===== config.mk =====
export PLATFORM = sky130hd
export DESIGN_NAME = llc_ctrl
export DESIGN_NICKNAME = d
export VERILOG_FILES = /design/src/rtl/llc_ctrl.sv
export SDC_FILE = /design/constraint.sdc
export NUM_CORES = 2
export LEC_CHECK = 0
export CORE_AREA = 2 2 390 392
export CTS_BUF_LIST = sky130_fd_sc_hd__clkbuf_16
export DETAILED_ROUTE_END_ITERATION = 6
export DIE_AREA = 0 0 392 394
export RECOVER_POWER = 100
export SETUP_SLACK_MARGIN = 0.15
export SYNTH_ARGS = -nofsm -noshare
export SYNTH_HDL_FRONTEND = slang
export SYNTH_SLANG_ARGS = --single-unit

===== constraint.sdc =====
create_clock -name clk -period 7.2 [get_ports clk]
set_input_delay 1.44 -clock clk [delete_from_list [all_inputs] [get_ports clk]]
set_output_delay 1.44 -clock clk [all_outputs]
set_load 0.01 [all_outputs]

===== src/rtl/llc_ctrl.sv =====
// llc_ctrl: sequencing controller for the set-associative last-level cache.
// It accepts one trace command at a time, reads the indexed set and compares
// tags. It then applies MESI and LRU-rank updates, issues bus operations,
// answers snoops, writes the set back and keeps hit/miss statistics. It is
// the only writer of the cache array.
//
// Ports
//   clk, rst          clock; synchronous active-high reset
//   cmd_valid, cmd    trace command (opcode n, 32-bit address); cmd_ready in IDLE
//   arr_rd_en         array read strobe; arr_rd_data valid the next cycle
//   arr_wr_en         write all ways of set arr_set with arr_wr_data
//   arr_set           set addressed by the current read or write
//   snoop_result      other caches' reply to our bus READ
//   bus_op_valid      one-cycle pulse qualifying bus_op / bus_addr
//   snoop_resp        our reply to the last snoop command, held until next command
//   done              one-cycle pulse when a command retires
//   *_count           saturating statistics for opcodes 0/1/2
//
// State   | meaning
// IDLE    | waiting for a command; array read launched on accept
// RD      | array read data arriving, captured into the set register
// EVAL    | tag compare, MESI/LRU update, statistics, choose next step
// EVICT   | bus WRITE of the dirty victim line
// BUS     | READ / INVALIDATE / RWIM / WRITE for the command's own line
// WR      | write the updated set back to the array
// CLEAR   | walk every set writing the reset pattern
// DONE    | retire pulse

package llc_pkg;
    localparam int WAYS   = 8;
    localparam int TAG_W  = 12;
    localparam int IDX_W  = 14;
    localparam int LRU_W  = 3;
    localparam int DATA_W = 32;

    localparam logic [1:0] MESI_I = 2'd0;
    localparam logic [1:0] MESI_S = 2'd1;
    localparam logic [1:0] MESI_E = 2'd2;
    localparam logic [1:0] MESI_M = 2'd3;

    localparam logic [2:0] BUS_NONE  = 3'd0;
    localparam logic [2:0] BUS_READ  = 3'd1;
    localparam logic [2:0] BUS_WRITE = 3'd2;
    localparam logic [2:0] BUS_INVAL = 3'd3;
    localparam logic [2:0] BUS_RWIM  = 3'd4;

    localparam logic [1:0] SNP_NOHIT = 2'd0;
    localparam logic [1:0] SNP_HIT   = 2'd1;
    localparam logic [1:0] SNP_HITM  = 2'd2;

    typedef struct packed {
        logic [3:0]  n;
        logic [31:0] addr;
    } command_t;

    typedef struct packed {
        logic [TAG_W-1:0]  tag;
        logic [1:0]        mesi;
        logic [LRU_W-1:0]  lru;
        logic [DATA_W-1:0] data;
    } cache_line_t;
endpackage

module llc_ctrl
    import llc_pkg::*;
#(
    parameter int SETS = 16384
) (
    input  logic                         clk,
    input  logic                         rst,
    input  logic                         cmd_valid,
    input  command_t                     cmd,
    output logic                         cmd_ready,
    output logic                         arr_rd_en,
    output logic                         arr_wr_en,
    output logic [IDX_W-1:0]             arr_set,
    input  cache_line_t [WAYS-1:0]       arr_rd_data,
    output cache_line_t [WAYS-1:0]       arr_wr_data,
    input  logic [1:0]                   snoop_result,
    output logic                         bus_op_valid,
    output logic [2:0]                   bus_op,
    output logic [31:0]                  bus_addr,
    output logic [1:0]                   snoop_resp,
    output logic                         done,
    output logic [31:0]                  hit_count,
    output logic [31:0]                  miss_count,
    output logic [31:0]                  read_count,
    output logic [31:0]                  write_count
);

    typedef enum logic [2:0] {
        ST_IDLE, ST_RD, ST_EVAL, ST_EVICT, ST_BUS, ST_WR, ST_CLEAR, ST_DONE
    } state_t;

    localparam logic [IDX_W-1:0] LAST_SET = IDX_W'(SETS - 1);
    localparam logic [LRU_W-1:0] LRU_MAX  = LRU_W'(WAYS - 1);

    state_t                   state_q, state_d;
    logic [3:0]               n_q;
    logic [TAG_W-1:0]         tag_q;
    logic [IDX_W-1:0]         idx_q;
    cache_line_t [WAYS-1:0]   set_q;
    logic [LRU_W-1:0]         way_q;
    logic [TAG_W-1:0]         evict_tag_q;
    logic [2:0]               bus_op_q;
    logic                     fill_q;
    logic [IDX_W-1:0]         clr_q;
    logic [1:0]               snoop_resp_q;
    logic [31:0]              hit_q, miss_q, rd_cnt_q, wr_cnt_q;

    // Byte offset never affects line-granular behaviour.
    logic unused_offset;
    assign unused_offset = ^cmd.addr[5:0];

    // EVAL decode results
    logic                     hit, has_inv;
    logic [LRU_W-1:0]         hit_way, inv_way, lru_way, victim_way, acc_way, old_rank;
    cache_line_t [WAYS-1:0]   lru_set, eval_set;
    logic [2:0]               eval_op;
    logic                     eval_evict, eval_wr, eval_fill;
    logic [1:0]               eval_resp;
    logic                     is_access, is_snoop;

    assign is_access = (n_q < 4'd3);
    assign is_snoop  = (n_q >= 4'd3) && (n_q <= 4'd6);

    function automatic logic [31:0] sat_inc(input logic [31:0] v);
        return (&v) ? v : v + 32'd1;
    endfunction

    always_comb begin
        hit        = 1'b0;
        hit_way    = '0;
        has_inv    = 1'b0;
        inv_way    = '0;
        lru_way    = '0;
        // Descending scans so the lowest matching index wins.
        for (int i = WAYS - 1; i >= 0; i--) begin
            if (set_q[i].tag == tag_q && set_q[i].mesi != MESI_I) begin
                hit     = 1'b1;
                hit_way = LRU_W'(i);
            end
            if (set_q[i].mesi == MESI_I) begin
                has_inv = 1'b1;
                inv_way = LRU_W'(i);
            end
            if (set_q[i].lru == LRU_MAX) begin
                lru_way = LRU_W'(i);
            end
        end
        victim_way = has_inv ? inv_way : lru_way;
        acc_way    = hit ? hit_way : victim_way;
        old_rank   = set_q[acc_way].lru;

        // Move-to-front: ranks below the accessed way's old rank age by one.
        for (int i = 0; i < WAYS; i++) begin
            lru_set[i] = set_q[i];
            if (LRU_W'(i) == acc_way) begin
                lru_set[i].lru = '0;
            end else if (set_q[i].lru < old_rank) begin
                lru_set[i].lru = set_q[i].lru + 1'b1;
            end
        end

        eval_set   = set_q;
        eval_op    = BUS_NONE;
        eval_evict = 1'b0;
        eval_wr    = 1'b1;
        eval_fill  = 1'b0;
        eval_resp  = SNP_NOHIT;
        case (n_q)
            4'd0, 4'd2: begin
                eval_set = lru_set;
                if (!hit) begin
                    eval_set[victim_way].tag  = tag_q;
                    eval_set[victim_way].mesi = MESI_E;
                    eval_op    = BUS_READ;
                    eval_fill  = 1'b1;
                    eval_evict = (set_q[victim_way].mesi == MESI_M);
                end
            end
            4'd1: begin
                eval_set = lru_set;
                eval_set[acc_way].mesi = MESI_M;
                if (hit) begin
                    if (set_q[hit_way].mesi == MESI_S) eval_op = BUS_INVAL;
                end else begin
                    eval_set[victim_way].tag = tag_q;
                    eval_op    = BUS_RWIM;
                    eval_evict = (set_q[victim_way].mesi == MESI_M);
                end
            end
            4'd3: begin
                eval_wr = hit;
                if (hit && set_q[hit_way].mesi == MESI_S) eval_set[hit_way].mesi = MESI_I;
            end
            4'd4, 4'd6: begin
                eval_wr = hit;
                if (hit) begin
                    eval_set[hit_way].mesi = (n_q == 4'd4) ? MESI_S : MESI_I;
                    if (set_q[hit_way].mesi == MESI_M) begin
                        eval_resp = SNP_HITM;
                        eval_op   = BUS_WRITE;
                    end else begin
                        eval_resp = SNP_HIT;
                    end
                end
            end
            default: eval_wr = 1'b0;
        endcase
    end

    always_comb begin
        state_d = state_q;
        case (state_q)
            ST_IDLE: begin
                if (cmd_valid) begin
                    if (cmd.n <= 4'd6)      state_d = ST_RD;
                    else if (cmd.n == 4'd8) state_d = ST_CLEAR;
                    else                    state_d = ST_DONE;
                end
            end
            ST_RD:    state_d = ST_EVAL;
            ST_EVAL: begin
                if (eval_evict)              state_d = ST_EVICT;
                else if (eval_op != BUS_NONE) state_d = ST_BUS;
                else if (eval_wr)            state_d = ST_WR;
                else                         state_d = ST_DONE;
            end
            ST_EVICT: state_d = ST_BUS;
            ST_BUS:   state_d = ST_WR;
            ST_WR:    state_d = ST_DONE;
            ST_CLEAR: if (clr_q == LAST_SET) state_d = ST_DONE;
            ST_DONE:  state_d = ST_IDLE;
            default:  state_d = ST_IDLE;
        endcase
    end

    always_comb begin
        cmd_ready    = (state_q == ST_IDLE);
        arr_rd_en    = (state_q == ST_IDLE) && cmd_valid && (cmd.n <= 4'd6);
        arr_wr_en    = (state_q == ST_WR) || (state_q == ST_CLEAR);
        arr_set      = '0;
        arr_wr_data  = '0;
        bus_op_valid = (state_q == ST_EVICT) || (state_q == ST_BUS);
        bus_op       = BUS_NONE;
        bus_addr     = '0;
        done         = (state_q == ST_DONE);
        if (arr_rd_en) arr_set = cmd.addr[19:6];
        case (state_q)
            ST_WR: begin
                arr_set     = idx_q;
                arr_wr_data = set_q;
            end
            ST_CLEAR: begin
                arr_set = clr_q;
                for (int j = 0; j < WAYS; j++) begin
                    arr_wr_data[j].tag  = '0;
                    arr_wr_data[j].mesi = MESI_I;
                    arr_wr_data[j].lru  = LRU_W'(j);
                    arr_wr_data[j].data = DATA_W'(clr_q);
                end
            end
            ST_EVICT: begin
                bus_op   = BUS_WRITE;
                bus_addr = {evict_tag_q, idx_q, 6'b0};
            end
            ST_BUS: begin
                bus_op   = bus_op_q;
                bus_addr = {tag_q, idx_q, 6'b0};
            end
            default: ;
        endcase
    end

    always_ff @(posedge clk) begin
        if (rst) begin
            state_q      <= ST_IDLE;
            n_q          <= '0;
            tag_q        <= '0;
            idx_q        <= '0;
            set_q        <= '0;
            way_q        <= '0;
            evict_tag_q  <= '0;
            bus_op_q     <= BUS_NONE;
            fill_q       <= 1'b0;
            clr_q        <= '0;
            snoop_resp_q <= SNP_NOHIT;
            hit_q        <= '0;
            miss_q       <= '0;
            rd_cnt_q     <= '0;
            wr_cnt_q     <= '0;
        end else begin
            state_q <= state_d;
            case (state_q)
                ST_IDLE: begin
                    if (cmd_valid) begin
                        n_q          <= cmd.n;
                        tag_q        <= cmd.addr[31:20];
                        idx_q        <= cmd.addr[19:6];
                        snoop_resp_q <= SNP_NOHIT;
                        if (cmd.n == 4'd8) begin
                            clr_q    <= '0;
                            hit_q    <= '0;
                            miss_q   <= '0;
                            rd_cnt_q <= '0;
                            wr_cnt_q <= '0;
                        end
                    end
                end
                ST_RD: set_q <= arr_rd_data;
                ST_EVAL: begin
                    set_q       <= eval_set;
                    way_q       <= acc_way;
                    evict_tag_q <= set_q[victim_way].tag;
                    bus_op_q    <= eval_op;
                    fill_q      <= eval_fill;
                    if (is_snoop) snoop_resp_q <= eval_resp;
                    if (is_access) begin
                        if (hit) hit_q  <= sat_inc(hit_q);
                        else     miss_q <= sat_inc(miss_q);
                        if (n_q == 4'd1) wr_cnt_q <= sat_inc(wr_cnt_q);
                        else             rd_cnt_q <= sat_inc(rd_cnt_q);
                    end
                end
                // A read fill is shared if any other cache reported the line.
                ST_BUS: begin
                    if (fill_q && (snoop_result == SNP_HIT || snoop_result == SNP_HITM))
                        set_q[way_q].mesi <= MESI_S;
                end
                ST_CLEAR: clr_q <= clr_q + 1'b1;
                default: ;
            endcase
        end
    end

    assign snoop_resp  = snoop_resp_q;
    assign hit_count   = hit_q;
    assign miss_count  = miss_q;
    assign read_count  = rd_cnt_q;
    assign write_count = wr_cnt_q;

endmodule

==> results summary <==
The run finished, with violations left. The final reports fail on max-capacitance violations, max-slew violations. Ranked by total cell area, the synthesized netlist is headed by dfxtp_1, nand2_1, a21oi_1. The number of buffers created by CTS is 76. The total standard cell area after synthesis came out at 31200 um^2.

The post-route minimum period is 6.61 ns. The share of cells above drive strength 1 is 4.51%. The largest individual stage delay along the critical path comes from the cell o21ai_0. The share of power burned in registers came out at 27.9%.

The portion of the clock cycle consumed by the worst path in the final layout came out at 91.8%. Data on the critical path is required at its endpoint by 5.76 ns. The violation count after the first detailed-route iteration is 3775.

The clock passes through at most 3 buffers. The final routed DRC violation total is 0. After floorplanning, the core was sized to cover 151000 um^2. The final net count is 5416. The remaining number of nets flagged by the antenna check after routing is 0. The total instance count after detailed placement came out at 6906.

Of the synthesized area, sequential elements account for 37.7%. The number of instances in the synthesized netlist is 4148. Setup repair after global routing left no endpoint under its margin. For the worst setup path, the data arrival time is 5.17 ns. The number of global-route vias before repair was 33900. In the synthesized netlist the dominant register cell turns out to be dfxtp_1. The topmost layer with routed signal wires is met5. After detailed routing, the number of vias per cell comes to 5.12. The die is 392 um wide.

The maximum clock rate is 151 MHz. After detailed routing, the wire length on met1 is 73100 um. The leading area contributor after synthesis is dfxtp_1.

The largest driver fanout on the critical path is 15. In this run the worst hold path is classified as reg -> reg. The global routing usage summed across all routing layers is 22.5%.

The worst stage delay on the critical path is 2.35 ns. STA classifies the critical path endpoint as a primary output. The count of cells in the finished layout, fillers not included, comes to 7052. The count of boundary I/O pins came out at 1009. The share of total power consumed by net switching is 50.9%. STA classifies the critical path startpoint as a flop. Clock tree synthesis found a total of 588 sinks. Summed over all nets, wire length on met2 after detailed routing comes to 78600 um. Once the clock tree was built, the resizer swapped 0 gates to a different size. The final hold violation count is 0. The post-route setup TNS is 0 ns. Fill cells in the final layout number 16400. The pin count of the biggest net entering global routing is 182. Traced cell by cell, the critical path runs through clkbuf_1 > nand2_1 > o21ai_0 > and2_0 > clkdlybuf4s50_1.

The latest clock arrival within the worst-skew pair came out at 0.69 ns. The number of max-slew violations in the final report came to 692. The share of power burned in the clock network came out at 19.7%. The measured slew at the worst slew-check pin is 3.40 ns. The number of port buffers came out at 996. Global routing finished with a remaining overflow of 0. The worst slew margin relative to its limit came out at -127%. The number of antenna violations at the first check in global routing came out at 39. Summed over all nets, the switching power comes to 10.0 mW. The max-capacitance violation count is 9. The async set-reset flop share out of synthesis came out at 0%. The number of levels in the clock H-tree came out at 3. The setup skew after layout is 0.0333 ns.

The detailed-route wire length per cell is 25.9 um. Once the clock tree was built, the setup fixing pass inserted 0 buffers. The unique cell type count in the Yosys netlist came out at 79. The area enclosed by the die boundary is 154000 um^2. TritonCTS built the clock tree. Summed over its instances, the top area cell type makes up 37.7% of the synthesized netlist area.

Yosys printed 0 warnings. Each instance of the synthesized netlist takes up on average 7.52 um^2. The internal power consumption is 9.67 mW. The routed design has 182000 um of wire.

The via count came out at 36100. The half-perimeter wire length after detailed placement is 137000 um. The last weighted congestion value of the routability-driven placer is 0.967. The floorplan row count is 143. Clock tree synthesis selected as its root buffer the cell clkbuf_16. The total power per unit cell area is 433 nW/um^2. The height of the chip came out at 394 um. The count of flip-flops with a built-in enable after synthesis came out at 0. Counting instances in the post-synthesis netlist gives the leading cell types as nand2_1, dfxtp_1, a21oi_1. The initial core utilization came out at 20.7%. Clock-pin slew was measured on the worst setup and hold paths at 0.05 ns. The wire length on met3 came out at 20400 um. The growth of design area from synthesis to finish came out at 46.0%.

The number of buffers added to fix hold violations after cts is 0. The most instantiated library cell after synthesis is nand2_1. The combinational cell fraction of total power came out at 52.4%. Setup violations remaining at the end of the flow were counted as 0. The critical path is of the reg -> out type.

VDD sags by at most 0.000358 V. The number of storage elements in the synthesis netlist is 588. The first detailed-routing pass took 6 iterations. The leakage power of the design is 19.6 nW. The wire length of the first global-routing pass came out at 254000 um.
## worst max-delay path: cells and delay by family, from the launching register on
family	cells	cell delay, ns
buffers and inverters	2	1.00
flip-flops	1	0.54
AND/OR/NAND/NOR	2	0.60
AO/OA/AOI/OAI	1	2.35
## layer usage
layer | up-vias | GRT usage [%]
met1 | 17500 | 28.1
met5 | - | 0
met3 | 420 | 7.77
met4 | 30 | 10.8
li1 | 16200 | -
met2 | 1967 | 34.3
## path summary, 6_finish.rpt
path	start	endpoint	slack (ns)	depth (start not counted)
max	state_q[1]	bus_addr[11]	0.59	5
min	lru_set[360]	lru_set[360]	0.45	2
min reg2reg	lru_set[360]	lru_set[360]	0.45	2
max reg2reg	tag_q[8]	set_q[327]	0.66	20
## power by group through the flow
stage	clock [mW]	sequential, mW	combinational (mW)
4_1_cts	3.96	5.43	10.2
2_1_floorplan	0	4.79	6.47
3_3_place_gp	0	5.48	10.1
6_report	3.88	5.50	10.3
5_1_grt	4.08	5.56	11.0
3_5_place_dp	0	5.49	10.2
## flip-flops by register name, indices dropped and copies added, names as in the netlist
| signal | count |
|---|---|
| lru_set | 368 |
| hit_count | 32 |
| miss_count | 32 |
| read_count | 32 |
| write_count | 32 |
| set_q | 24 |
| clr_q | 14 |
| idx_q | 14 |
| evict_tag_q | 12 |
| tag_q | 12 |
| n_q | 4 |
| bus_op_q | 3 |
| state_q | 3 |
| way_q | 3 |
| snoop_resp | 2 |
| fill_q | 1 |
## cell families after synthesis
kind of cell             synth area share [%]
AO/OA/AOI/OAI                            22.8
buffers and inverters                    5.10
XOR/XNOR                                 5.84
adder cells (fa/ha/maj)                  1.16
flip-flops                               37.7
multiplexers                            0.257
AND/OR/NAND/NOR                          27.1
other                                  0.0120
## cell usage in the layout, fill, tap and decap left out, types with 43 or more instances in the layout
master           netlist  layout
nand2_1              837     835
dfxtp_1              588     587
dlygate4sd3_1          0     546
clkdlybuf4s50_1        0     449
a21oi_1              420     421
nor2_1               354     351
and3_1               300     300
xor2_1               127     127
o21ai_0              124     122
a21o_1               120     120
a22oi_1              108     108
xnor2_1               81      81
a221o_1               79      79
clkbuf_16              0      78
nand4_1               65      65
buf_4                  9      64
nand3_1               61      60
a31oi_1               43      43
## stage by stage
step / utilization, % / total power, mW / hold WS [ns] / instance area [um^2] / setup WS (ns)
final: 30.2 / 19.7 / 0.449 / 45500 / 0.593
after global routing: 30.2 / 20.7 / 0.460 / 45500 / 0.460
after CTS: 30.3 / 19.6 / 0.449 / 45700 / 1.05
after detailed placement: 28.7 / 15.7 / 0.442 / 43200 / 1.55
after global placement: 28.7 / 15.6 / 0.439 / 43200 / 1.62
after floorplan: - / 11.3 / 0.427 / 31200 / 2.53
## area by class of cell
class	count	area [um^2]	share of cell area, %
clock buffers	78	1950	4.29
inverters	30	113	0.247
multi-input cells	3168	17900	39.3
clock inverters	55	519	1.14
repair buffers	1090	10700	23.5
diodes	13	32.5	0.0714
flip-flops and latches	588	11800	25.9
well taps	2030	2540	5.58
Power figures use the tool's default switching activity.
